### config.mk
export PLATFORM = sky130hd
export DESIGN_NAME = memtrans_engine
export DESIGN_NICKNAME = d
export VERILOG_FILES = /design/src/rtl/memtrans_pkg.sv /design/src/rtl/memtrans_cksum.sv /design/src/rtl/memtrans_engine.sv
export SDC_FILE = /design/constraint.sdc
export NUM_CORES = 1
export LEC_CHECK = 0
export CAP_MARGIN = 10
export CORE_ASPECT_RATIO = 1.2
export CORE_MARGIN = 2
export CORE_UTILIZATION = 40
export CTS_CLUSTER_DIAMETER = 120
export DETAILED_ROUTE_END_ITERATION = 12
export PLACE_DENSITY = 0.59
export RECOVER_POWER = 25
export SLEW_MARGIN = 5
export SYNTH_ARGS = -nofsm -noshare
export SYNTH_HDL_FRONTEND = slang
export SYNTH_SLANG_ARGS = --single-unit
### constraint.sdc
create_clock -name clk -period 9.3 [get_ports clk]
set_input_delay 1.395 -clock clk [delete_from_list [all_inputs] [get_ports clk]]
set_output_delay 1.395 -clock clk [all_outputs]
set_load 0.005 [all_outputs]
### src/rtl/memtrans_pkg.sv
// Shared types and constants for the byte-stream to memory transfer engine.
// Checksum flavour selected in memtrans_cksum via MEMTRANS_CRC8_EN.
package memtrans_pkg;

   localparam logic [3:0] OP_WRITE  = 4'h1;
   localparam logic [3:0] OP_READ   = 4'h2;
   localparam logic [7:0] ERR_RANGE = 8'hE1;
   localparam logic [7:0] ERR_TMO   = 8'hE2;
   localparam logic [7:0] CRC8_POLY = 8'h07;

   typedef enum logic [3:0] {
      S_IDLE,
      S_HDR,
      S_CHK,
      S_WR_RX,
      S_WR_MEM,
      S_RD_MEM,
      S_RD_TX,
      S_FIN,
      S_TXW,
      S_TXB
   } state_e;

   function automatic logic [7:0] cksum_next(
      input logic [7:0] c,
      input logic [7:0] b,
      input logic       crc
   );
      logic [7:0] r;
      r = c ^ b;
      if (crc) begin
         for (int i = 0; i < 8; i++) begin
            r = r[7] ? ({r[6:0], 1'b0} ^ CRC8_POLY) : {r[6:0], 1'b0};
         end
      end
      return r;
   endfunction

endpackage

### src/rtl/memtrans_cksum.sv
// Running 8-bit checksum: XOR by default, CRC-8 (0x07) when
// MEMTRANS_CRC8_EN is defined. Clear has priority over update.
module memtrans_cksum
   import memtrans_pkg::*;
#(
   parameter logic [7:0] INIT = 8'h23
) (
   input  logic       clk,
   input  logic       rst,
   input  logic       clr_i,
   input  logic       upd_i,
   input  logic [7:0] byte_i,
   output logic [7:0] cksum_o
);

`ifdef MEMTRANS_CRC8_EN
   localparam logic USE_CRC = 1'b1;
`else
   localparam logic USE_CRC = 1'b0;
`endif

   logic [7:0] c_q, c_d;

   // next checksum value
   always_comb begin
      c_d = c_q;
      if (clr_i) begin
         c_d = INIT;
      end else if (upd_i) begin
         c_d = cksum_next(c_q, byte_i, USE_CRC);
      end
   end

   // checksum register, synchronous active-low reset
   always_ff @(posedge clk) begin
      if (!rst) begin
         c_q <= INIT;
      end else begin
         c_q <= c_d;
      end
   end

   assign cksum_o = c_q;

endmodule

### src/rtl/memtrans_engine.sv
// Byte-stream command decoder moving words between a host byte link
// and NUM_CH memory channels. Option macro: MEMTRANS_CRC8_EN.
module memtrans_engine
   import memtrans_pkg::*;
#(
   parameter int          ADDR_BYTES = 3,
   parameter int          WORD_BYTES = 2,
   parameter int          NUM_CH     = 4,
   parameter int          TIMEOUT    = 1023,
   parameter logic [7:0]  CKSUM_INIT = 8'h23,
   localparam int         ADDR_W     = 8 * ADDR_BYTES,
   localparam int         DATA_W     = 8 * WORD_BYTES,
   localparam int         CH_W       = (NUM_CH > 1) ? $clog2(NUM_CH) : 1
) (
   input  logic              clk,
   input  logic              rst,
   input  logic              rx_valid,
   input  logic [7:0]        rx_data,
   output logic              tx_start,
   output logic [7:0]        tx_data,
   input  logic              tx_busy,
   output logic              mem_req,
   output logic              mem_we,
   output logic [CH_W-1:0]   mem_ch,
   output logic [ADDR_W-1:0] mem_addr,
   output logic [DATA_W-1:0] mem_wdata,
   input  logic              mem_ack,
   input  logic [DATA_W-1:0] mem_rdata,
   output logic              busy,
   output logic              err
);

   localparam int HDR_W = 2 * ADDR_W;
   localparam int TMO_W = $clog2(TIMEOUT + 1);

   state_e              state_q, state_d;
   state_e              ret_q, ret_d;
   logic                we_q, we_d;
   logic [CH_W-1:0]     ch_q, ch_d;
   logic [7:0]          cnt_q, cnt_d;
   logic [HDR_W-1:0]    hdr_q, hdr_d;
   logic [ADDR_W-1:0]   addr_q, addr_d;
   logic [DATA_W-1:0]   word_q, word_d;
   logic                last_q, last_d;
   logic                req_q, req_d;
   logic                mwe_q, mwe_d;
   logic [TMO_W-1:0]    tmo_q, tmo_d;
   logic [7:0]          txd_q, txd_d;
   logic                err_q, err_d;

   logic                ck_clr, ck_upd;
   logic [7:0]          ck_byte, ck;
   logic                cmd_ok;
   logic [ADDR_W-1:0]   hdr_start, hdr_end, addr_nxt;
   logic                is_last;

   assign hdr_start = hdr_q[ADDR_W-1:0];
   assign hdr_end   = hdr_q[HDR_W-1:ADDR_W];
   assign addr_nxt  = addr_q + 1'b1;
   assign is_last   = (addr_nxt == hdr_end);
   assign cmd_ok    = rx_valid
                    && (rx_data[7:4] == OP_WRITE || rx_data[7:4] == OP_READ)
                    && ({1'b0, rx_data[3:0]} < 5'(NUM_CH));

   memtrans_cksum #(.INIT(CKSUM_INIT)) u_cksum (
      .clk     (clk),
      .rst     (rst),
      .clr_i   (ck_clr),
      .upd_i   (ck_upd),
      .byte_i  (ck_byte),
      .cksum_o (ck)
   );

   // next-state and datapath decode
   always_comb begin
      state_d = state_q;
      ret_d   = ret_q;
      we_d    = we_q;
      ch_d    = ch_q;
      cnt_d   = cnt_q;
      hdr_d   = hdr_q;
      addr_d  = addr_q;
      word_d  = word_q;
      last_d  = last_q;
      req_d   = req_q;
      mwe_d   = mwe_q;
      tmo_d   = tmo_q;
      txd_d   = txd_q;
      err_d   = err_q;
      ck_clr  = 1'b0;
      ck_upd  = 1'b0;
      ck_byte = rx_data;
      unique case (state_q)
         S_IDLE: begin
            if (cmd_ok) begin
               we_d    = (rx_data[7:4] == OP_WRITE);
               ch_d    = CH_W'(rx_data[3:0]);
               err_d   = 1'b0;
               cnt_d   = '0;
               ck_clr  = 1'b1;
               state_d = S_HDR;
            end
         end
         S_HDR: begin
            if (rx_valid) begin
               hdr_d  = (hdr_q >> 8) | (HDR_W'(rx_data) << (HDR_W - 8));
               ck_upd = 1'b1;
               cnt_d  = cnt_q + 8'd1;
               if (cnt_q == 8'(2 * ADDR_BYTES - 1)) begin
                  state_d = S_CHK;
               end
            end
         end
         S_CHK: begin
            ck_clr  = 1'b1;
            cnt_d   = '0;
            state_d = S_TXW;
            if (hdr_end <= hdr_start) begin
               txd_d = ERR_RANGE;
               err_d = 1'b1;
               ret_d = S_IDLE;
            end else begin
               txd_d  = ck;
               addr_d = hdr_start;
               ret_d  = we_q ? S_WR_RX : S_RD_MEM;
            end
         end
         S_WR_RX: begin
            if (rx_valid) begin
               word_d = (word_q >> 8) | (DATA_W'(rx_data) << (DATA_W - 8));
               ck_upd = 1'b1;
               cnt_d  = cnt_q + 8'd1;
               if (cnt_q == 8'(WORD_BYTES - 1)) begin
                  state_d = S_WR_MEM;
               end
            end
         end
         S_WR_MEM, S_RD_MEM: begin
            if (!req_q) begin
               req_d = 1'b1;
               mwe_d = we_q;
               tmo_d = '0;
            end else if (mem_ack) begin
               req_d  = 1'b0;
               mwe_d  = 1'b0;
               addr_d = addr_nxt;
               last_d = is_last;
               cnt_d  = '0;
               if (we_q) begin
                  state_d = is_last ? S_FIN : S_WR_RX;
               end else begin
                  word_d  = mem_rdata;
                  state_d = S_RD_TX;
               end
            end else if (tmo_q == TMO_W'(TIMEOUT - 1)) begin
               req_d   = 1'b0;
               mwe_d   = 1'b0;
               txd_d   = ERR_TMO;
               err_d   = 1'b1;
               ck_clr  = 1'b1;
               ret_d   = S_IDLE;
               state_d = S_TXW;
            end else begin
               tmo_d = tmo_q + 1'b1;
            end
         end
         S_RD_TX: begin
            txd_d   = word_q[7:0];
            word_d  = word_q >> 8;
            ck_byte = word_q[7:0];
            ck_upd  = 1'b1;
            cnt_d   = cnt_q + 8'd1;
            state_d = S_TXW;
            if (cnt_q == 8'(WORD_BYTES - 1)) begin
               ret_d = last_q ? S_FIN : S_RD_MEM;
            end else begin
               ret_d = S_RD_TX;
            end
         end
         S_FIN: begin
            txd_d   = ck;
            ck_clr  = 1'b1;
            ret_d   = S_IDLE;
            state_d = S_TXW;
         end
         S_TXW: begin
            if (tx_busy) begin
               state_d = S_TXB;
            end
         end
         S_TXB: begin
            if (!tx_busy) begin
               state_d = ret_q;
            end
         end
         default: state_d = S_IDLE;
      endcase
   end

   // state and datapath registers, synchronous active-low reset
   always_ff @(posedge clk) begin
      if (!rst) begin
         state_q <= S_IDLE;
         ret_q   <= S_IDLE;
         we_q    <= 1'b0;
         ch_q    <= '0;
         cnt_q   <= '0;
         hdr_q   <= '0;
         addr_q  <= '0;
         word_q  <= '0;
         last_q  <= 1'b0;
         req_q   <= 1'b0;
         mwe_q   <= 1'b0;
         tmo_q   <= '0;
         txd_q   <= '0;
         err_q   <= 1'b0;
      end else begin
         state_q <= state_d;
         ret_q   <= ret_d;
         we_q    <= we_d;
         ch_q    <= ch_d;
         cnt_q   <= cnt_d;
         hdr_q   <= hdr_d;
         addr_q  <= addr_d;
         word_q  <= word_d;
         last_q  <= last_d;
         req_q   <= req_d;
         mwe_q   <= mwe_d;
         tmo_q   <= tmo_d;
         txd_q   <= txd_d;
         err_q   <= err_d;
      end
   end

   assign tx_start  = (state_q == S_TXW);
   assign tx_data   = txd_q;
   assign mem_req   = req_q;
   assign mem_we    = mwe_q;
   assign mem_ch    = ch_q;
   assign mem_addr  = addr_q;
   assign mem_wdata = word_q;
   assign busy      = (state_q != S_IDLE);
   assign err       = err_q;

endmodule

==> results by group, run 1 <==
Worst setup path
  – Critical Path Fanout Max: 54
  – Reg2reg setup slack: 5.53 ns
  – Worst Setup SP: rst
  – Critical-path top delay cell: clkbuf_1
  – Reg-to-reg endpoint: mem_addr[13]
  – Startpoint types: primary input
  – Largest delay share family, worst path: buffers and inverters
  – RR Startpoint: hdr_q[19]
  – WS Path Type: primary input to flop
  – CP arrival: 5.65 ns
  – Crit-path cells: dlygate4sd3_1, clkbuf_1, inv_2, buf_4, a21oi_1, a32o_1
  – WP data required: 9.66 ns
  – Critical path endpoint: mem_addr[2]
  – Max incr delay on CP: 1.48 ns
  – Number of cells on the critical path: 6
  – R2R depth: 11
  – CP bufs+invs: 4
  – Crit end category: flop

Finish
  – Area Overhead vs Synth: 21.2%
  – Final Instance Area: 0.00903 mm2
  – Antenna cells: 0
  – Final net count: 1,073
  – Share of layout cells above drive strength 1: 5.74%
  – Fill cell count: 1,769

Synthesis
  – Largest area contributor in the netlist: dfxtp_1
  – Register area share after synthesis: 36.5%
  – Top cells by area, synth: dfxtp_1, nand2_1, a21oi_1, ha_1, nor2_1
  – Synth Flop Type: dfxtp_1
  – YS warnings: 0
  – Syn_area_per_cell: 7.71 um2
  – Yosys reg bits: 136
  – Post-synth EDFFs: 0
  – Synth unique cells: 63
  – Synthesized instance count: 967
  – Post-synth ARST share: 0%
  – Count leader, synth: nand2_1
  – Post-synthesis cell area: 0.00745 mm2
  – Post-Syn Nets: 1,025
  – Top cells by count, synth: nand2_1, dfxtp_1, a21oi_1, nor2_1, clkbuf_1
  – Post-synth top area share: 36.5%

CTS
  – CTS Hold Bufs: 0
  – # Post-CTS Setup Buffers: 0
  – Worst-path clk slew: 0.06 ns
  – Max H-tree Level: 4
  – Skew-Pair Late Insertion Delay: 0.43 ns
  – Clock Sinks: 136
  – Clock root buffer: clkbuf_16
  – Maximum clock path buffer count: 2
  – Number of CTS-inserted buffers: 17
  – TritonCTS clock tree: yes
  – CTS resizes: 0

Min path
  – Cell count of the worst hold path: 2
  – Min-Delay Path Class: flop to flop

Detailed routing
  – Drt total wl: 22,800 um
  – Vias/cell: 5.63
  – DR WL/cell: 18.2 um
  – DRC: 0
  – Post-DRT Antenna Nets: 0
  – Routed vias: 7,046
  – Drt pass-1 iters: 5
  – Initial DRC Count: 473

STA
  – Final Hold Fails: 0
  – RSZ-0062 raised after global routing: false
  – Pins over their slew limit: 39
  – Final period util: 56.8%
  – Post-route setup slack: 4.02 ns
  – Skew final: 0.00736 ns
  – Slew margin rel.: -38.2%
  – Post-layout minimum cycle time: 5.28 ns
  – Finish-stage setup viols: 0
  – FMAX: 0.189 GHz
  – Worst slew pin tran: 2.07 ns
  – Setup TNS Final: 0 ns
  – Worst hold margin: 0.460 ns

Power
  – IR drop worst, VDD: 0.000142 V
  – Tot Pwr: 1470 uW
  – Static Leak: 0.00323 uW
  – Cell area power density: 163 mW/mm2

Floorplanning
  – Total Die Area: 0.0197 mm2
  – Die height: 154 um
  – Initial Utilization: 40.9%
  – Core area: 0.0182 mm2
  – Num rows: 54
  – Ports: 84
  – Chip Width: 129 um

Global routing
  – Vias in the first global route: 6,569
  – Remaining Overflow, GRT: 0
  – Antenna violations before repair: 0
  – Largest net degree at the start of global routing: 63
  – Total Routing Usage GR: 23.4%
  – First-pass GRT wire length: 36,200 um

Status
  – Violated checks: max-capacitance violations, max-slew violations
  – Outcome: finished with violations

Place
  – Global placer's final weighted congestion: 0.921
  – HPWL after DPL: 16,100 um
  – PortBufs: 83
  – Area post-placement: 0.00841 mm2
  – Pre-CTS setup slack: 5.18 ns

Flow run
  – Max-cap violation count: 1
-- layer usage --
layer  up-vias  GRT usage (%)  wire length, um
met2       202           38.6            11000
met5         -              0                0
li1       3516              -                -
met3        43           4.42             1080
met4         0           10.0              780
met1      3285           29.8            10000
-- worst min-delay path, stage by stage (launching register included) --
cell	delay (ns)
dfxtp_1	0.31
nand2_1	0.05
a21oi_1	0.05
-- area by class of cell --
cell class,count,area (um2),share of cell area (%)
Multi-Input combinational cell,734,4380,48.5
Timing Repair Buffer,91,887,9.82
Clock inverter,14,188,2.08
Clock buffer,18,439,4.86
Tap cell,224,280,3.10
Inverter,35,131,1.45
Sequential cell,136,2720,30.1
-- report_power, final --
part           total (uW)  internal [uW]  switching [uW]
registers             609            594            15.0
logic                 143           53.8            89.4
clock network         719            436             283
-- sequential cells by signal, indices dropped and copies added (netlist names) --
signal,flops
mem_wdata,16
last_q,1
tx_data,8
cnt_q,8
mem_ch,2
state_q,4
we_q,1
err,1
mem_we,1
tmo_q,10
mem_addr,24
u_cksum.cksum_o,8
ret_q,3
mem_req,1
hdr_q,48
-- kinds of logic after synthesis --
family          after synthesis  synth area share (%)
mux                           7                 0.940
compound gates              250                  21.1
flops                       136                  36.5
simple gates                386                  24.3
fa+ha+maj                    30                  5.00
buf+inv                      97                  4.98
xor+xnor                     61                  7.17
-- metrics by stage --
| stage | instances | utilization (%) |
|---|---|---|
| finish | 1252 | 49.5 |
| global route | 1252 | 49.5 |
| CTS | 1252 | 49.5 |
| detailed placement | 1220 | 46.1 |
| global placement | 1220 | 46.1 |
| floorplan | 967 | - |
-- how the worst min path moves through the flow --
stage | start | endpoint
4_1_cts | hdr_q[4] | hdr_q[4]
3_5_place_dp | hdr_q[4] | hdr_q[4]
2_1_floorplan | hdr_q[2] | hdr_q[2]
6_report | hdr_q[4] | hdr_q[4]
3_3_place_gp | hdr_q[2] | hdr_q[2]
5_1_grt | hdr_q[7] | hdr_q[7]
-- cell usage in the layout (no fill, tap or decap), types with 17 or more instances in the layout --
cell type and count:
a21oi_1 95, a22oi_1 18, clkbuf_16 17, clkdlybuf4s50_1 38, dfxtp_1 136, dlygate4sd3_1 45
ha_1 29, inv_1 34, nand2_1 173, nand3_1 22, nor2_1 85, nor3_1 23
o21ai_0 43, xnor2_1 28, xor2_1 33
(Power assumes the default switching activity.)
==> inputs of run 2 (changes only) <==
- PLACE_DENSITY: 0.59 -> 0.61
- clock period: 9.3 -> 4.4 ns (I/O delays scaled with it)
==> results by group, run 2 (synthesis results as in run 1) <==
Status
  – Outcome: finished with violations
  – Violated checks: max-capacitance violations, max-slew violations

Min path
  – Cell count of the worst hold path: 2
  – Hold worst-path end: hdr_q[4]
  – Hold_sp: hdr_q[4]
  – Min-Delay Path Class: flop to flop

Worst setup path
  – WS Path Type: flop to flop
  – WP data required: 4.77 ns
  – Largest delay share family, worst path: simple AND/OR/NAND/NOR gates
  – Crit end category: flop
  – Max incr delay on CP: 0.69 ns
  – R2R depth: 9
  – CP arrival: 4.10 ns
  – Startpoint types: flop
  – Cell mode on critical path: or4_1
  – Critical-path top delay cell: or4b_2
  – Critical Path Fanout Max: 10
  – Reg2reg setup slack: 0.66 ns
  – Crit-path cells: ha_1, nand3_2, nor4_1, or4b_2, or2_2, xnor2_1, or4_1, or4_1, nand2_1
  – RR Startpoint: mem_addr[0]
  – Number of cells on the critical path: 9
  – CP bufs+invs: 0
  – Reg-to-reg endpoint: state_q[2]

Floorplanning
  – Ports: 84
  – Total Die Area: 0.0197 mm2
  – Die height: 154 um
  – Num rows: 54
  – Initial Utilization: 40.9%
  – Core area: 0.0182 mm2
  – Chip Width: 129 um

Detailed routing
  – Initial DRC Count: 659
  – Routed vias: 7,174
  – DRC: 0
  – Vias/cell: 5.69
  – DR WL/cell: 18.7 um
  – Post-DRT Antenna Nets: 0
  – Drt pass-1 iters: 5
  – Drt total wl: 23,600 um

CTS
  – Maximum clock path buffer count: 2
  – Max H-tree Level: 4
  – # Post-CTS Setup Buffers: 0
  – CTS resizes: 0
  – Worst-path clk slew: 0.06 ns
  – Skew-Pair Late Insertion Delay: 0.43 ns
  – Clock root buffer: clkbuf_16
  – Number of CTS-inserted buffers: 17
  – TritonCTS clock tree: yes
  – Clock Sinks: 136
  – CTS Hold Bufs: 0

STA
  – RSZ-0062 raised after global routing: false
  – Worst slew pin tran: 1.64 ns
  – Worst hold margin: 0.465 ns
  – Finish-stage setup viols: 0
  – FMAX: 0.268 GHz
  – Slew margin rel.: -9.43%
  – Pins over their slew limit: 24
  – Post-layout minimum cycle time: 3.74 ns
  – Final period util: 84.9%
  – Skew final: 0.0119 ns
  – Final Hold Fails: 0
  – Setup TNS Final: 0 ns

Global routing
  – Remaining Overflow, GRT: 0
  – Largest net degree at the start of global routing: 55
  – Vias in the first global route: 6,740
  – First-pass GRT wire length: 37,200 um
  – Total Routing Usage GR: 24.1%
  – Antenna violations before repair: 0

Power
  – IR drop worst, VDD: 0.000275 V
  – Static Leak: 0.00326 uW
  – Cell area power density: 341 mW/mm2

Flow run
  – Max-cap violation count: 1

Finish
  – Most frequent cells in the layout: nand2_1, dfxtp_1, a21oi_1, nor2_1, o21ai_0
  – Area Overhead vs Synth: 21.7%
  – Final net count: 1,081
  – Most flop-heavy register: hdr_q
  – Antenna cells: 0
  – Commonest non-fill, non-tap cell in the layout: nand2_1
  – Share of layout cells above drive strength 1: 6.27%
  – Flip-flop count of the largest register after layout: 48

Place
  – Global placer's final weighted congestion: 0.949
  – HPWL after DPL: 16,700 um
  – PortBufs: 83
[run 2: cell count changes in the layout (fill, tap and decap cells not counted), moves of 2 or more]
cell / previous run / this run
clkinv_2: 0 / 2
dlygate4sd3_1: 45 / 42
clkinv_4: 5 / 2
buf_4: 7 / 16
clkdlybuf4s50_1: 38 / 41
[run 2: cell type report]
class                           instances  area (um2)
Fill cell                            1780        9170
Timing Repair Buffer                   99         951
Tap cell                              224         280
Clock inverter                         13         168
Clock buffer                           19         443
Sequential cell                       136        2720
Inverter                               35         131
Multi-Input combinational cell        734        4370
[run 2: per-layer routing]
layer | track usage [%] | routed length [um]
met1 | 30.5 | 10100
met3 | 4.59 | 1180
met4 | 10.5 | 843
met5 | 0 | 0
met2 | 39.8 | 11400
[run 2: tightest hold or removal path, cell delays in order (launching register included)]
cell and delay, ns:
dfxtp_1 0.31, nand2_1 0.05, a21oi_1 0.05
[run 2: how the worst max path moves through the flow]
stage                      startpoint            to  slack (ns)
final                     mem_addr[0]    state_q[2]        0.66
after global routing       state_q[3]  mem_addr[14]        0.46
after CTS                 mem_addr[0]    state_q[2]        0.75
after detailed placement  mem_addr[0]    state_q[2]        0.76
after global placement    mem_addr[0]    state_q[2]        0.85
after floorplan           mem_addr[1]    state_q[2]        1.31
[run 2: power breakdown]
part | switching, uW | internal, uW | leakage, uW
Combinational | 194 | 122 | 0.00187
Sequential | 29.3 | 1260 | 0.00110
Clock | 577 | 913 | 0.000295
Total | 800 | 2290 | 0.00326
[run 2: stage by stage]
step / setup WS, ns / cell area (um2) / cells / total power (uW) / util [%]
2_1_floorplan: 1.31 / 7450 / 967 / 1500 / -
3_3_place_gp: 0.849 / 8470 / 1228 / 1630 / 46.4
3_5_place_dp: 0.758 / 8470 / 1228 / 1630 / 46.4
4_1_cts: 0.754 / 9080 / 1260 / 3120 / 49.8
5_1_grt: 0.458 / 9070 / 1260 / 3210 / 49.7
6_report: 0.663 / 9070 / 1260 / 3090 / 49.7
==> inputs of run 3 (changes only) <==
- clock period: 4.4 -> 3.3 ns (I/O delays scaled with it)
==> results by group, run 3 (synthesis results as in run 1) <==
Finish
  – Area Overhead vs Synth: 25.3%
  – Commonest non-fill, non-tap cell in the layout: nand2_1
  – Footprint of the multi-input gates: 0.00438 mm2
  – Finished Layout Cells: 1,298
  – Most frequent cells in the layout: nand2_1, dfxtp_1, a21oi_1, nor2_1
  – Most flop-heavy register: hdr_q
  – Fill cell count: 1,772
  – Antenna cells: 0
  – Flip-flop count of the largest register after layout: 48
  – Share of layout cells above drive strength 1: 8.94%
  – Area taken by flip-flops and latches: 0.00272 mm2
  – Final net count: 1,119

Detailed routing
  – Vias/cell: 5.59
  – Post-DRT Antenna Nets: 0
  – DRC: 0
  – Initial DRC Count: 624
  – Routed vias: 7,253
  – DR WL/cell: 18.1 um
  – Drt pass-1 iters: 5
  – Drt total wl: 23,500 um

CTS
  – # Post-CTS Setup Buffers: 0
  – Skew-Pair Late Insertion Delay: 0.42 ns
  – Maximum clock path buffer count: 2
  – Max H-tree Level: 4
  – CTS Hold Bufs: 0
  – CTS resizes: 0
  – Clock Sinks: 136
  – Clock root buffer: clkbuf_16
  – Worst-path clk slew: 0.06 ns
  – TritonCTS clock tree: yes
  – Number of CTS-inserted buffers: 17

Global routing
  – Total Routing Usage GR: 24.2%
  – Antenna violations before repair: 0
  – Remaining Overflow, GRT: 0
  – Vias in the first global route: 6,821
  – First-pass GRT wire length: 37,100 um
  – Largest net degree at the start of global routing: 49

Floorplanning
  – Core area: 0.0182 mm2
  – Total Die Area: 0.0197 mm2
  – Die height: 154 um
  – Ports: 84
  – Chip Width: 129 um
  – Initial Utilization: 40.9%
  – Num rows: 54

Place
  – PortBufs: 83
  – Placed cell count: 1,266
  – Global placer's final weighted congestion: 0.971
  – HPWL after DPL: 17,300 um

Worst setup path
  – WS Path Type: flop to flop
  – Cell mode on critical path: or4_1
  – Largest delay share family, worst path: simple AND/OR/NAND/NOR gates
  – Startpoint types: flop
  – Max incr delay on CP: 0.55 ns
  – CP arrival: 3.50 ns
  – Critical Path Fanout Max: 9
  – WP data required: 3.66 ns
  – Crit-path cells: clkbuf_1, nand4_2, buf_4, nor3_2, xnor2_1, a221oi_1, a31oi_1, or4_1, or4_1, nand2_1
  – CP bufs+invs: 2
  – Crit end category: flop
  – Critical-path top delay cell: or4_1

STA
  – Worst slew pin tran: 0.941 ns
  – Final Hold Fails: 0
  – Pins over their slew limit: 0
  – Slew margin rel.: 37.3%
  – RSZ-0062 raised after global routing: false
  – FMAX: 0.319 GHz
  – Post-layout minimum cycle time: 3.13 ns
  – Finish-stage setup viols: 0
  – Skew final: 0.00555 ns
  – Final period util: 95.0%
  – Setup TNS Final: 0 ns

Power
  – Static Leak: 0.00340 uW
  – Cell area power density: 445 mW/mm2
  – IR drop worst, VDD: 0.000346 V

Flow run
  – Max-cap violation count: 0

Min path
  – Min-Delay Path Class: flop to flop

Status
  – Outcome: finished clean
-- run 3: cell count changes in the layout (fill, tap and decap cells not counted), sizes merged --
cell,before,now
dlygate4sd3,42,37
clkdlybuf4s50,41,46
inv,39,35
bufinv,3,4
clkinvlp,2,5
buf,16,46
clkbuf,19,27
-- run 3: path summary, 6_finish.rpt --
check	start	end	slack, ns	cells past startpoint
hold reg to reg	hdr_q[2]	hdr_q[2]	0.46	2
setup reg to reg	mem_addr[0]	state_q[2]	0.17	10
hold / removal	hdr_q[2]	hdr_q[2]	0.46	2
setup / recovery	mem_addr[0]	state_q[2]	0.17	10
-- run 3: per-layer routing --
| layer | track usage, % | part of all wire, % | wire length, um |
|---|---|---|---|
| met1 | 31.2 | 44 | 10300 |
| met2 | 40.4 | 49 | 11500 |
| met3 | 3.76 | 4.4 | 1040 |
| met4 | 9.99 | 2.8 | 668 |
| met5 | 0 | 0 | 0 |
-- run 3: worst min-delay path, stage by stage, from the launching register on --
cell and delay, ns:
dfxtp_1 0.31, nand2_1 0.05, a21oi_1 0.05
-- run 3: through the flow --
| stage | total power, uW | setup WS, ns | hold WS [ns] | area [um2] | utilization (%) |
|---|---|---|---|---|---|
| CTS | 4200 | 0.207 | 0.460 | 9380 | 51.4 |
| detailed placement | 2190 | 0.227 | 0.451 | 8750 | 48.0 |
| global route | 4320 | 0.0658 | 0.487 | 9340 | 51.2 |
| global placement | 2180 | 0.217 | 0.444 | 8750 | 48.0 |
| finish | 4160 | 0.166 | 0.456 | 9340 | 51.2 |
| floorplan | 2000 | 0.208 | 0.436 | 7450 | - |
-- run 3: power by group --
group | leakage [uW] | switching (uW) | internal [uW]
registers | 0.00110 | 40.5 | 1680
logic | 0.00201 | 259 | 177
clock network | 0.000291 | 731 | 1280
total | 0.00340 | 1030 | 3130
-- run 3: area by class of cell --
class / count / area share, %
clock inverter: 13 / 1.90
clock buffer: 19 / 4.74
tap: 224 / 3.00
multi-input combinational: 734 / 46.9
inverter: 35 / 1.41
timing repair buffer: 137 / 12.9
sequential: 136 / 29.2
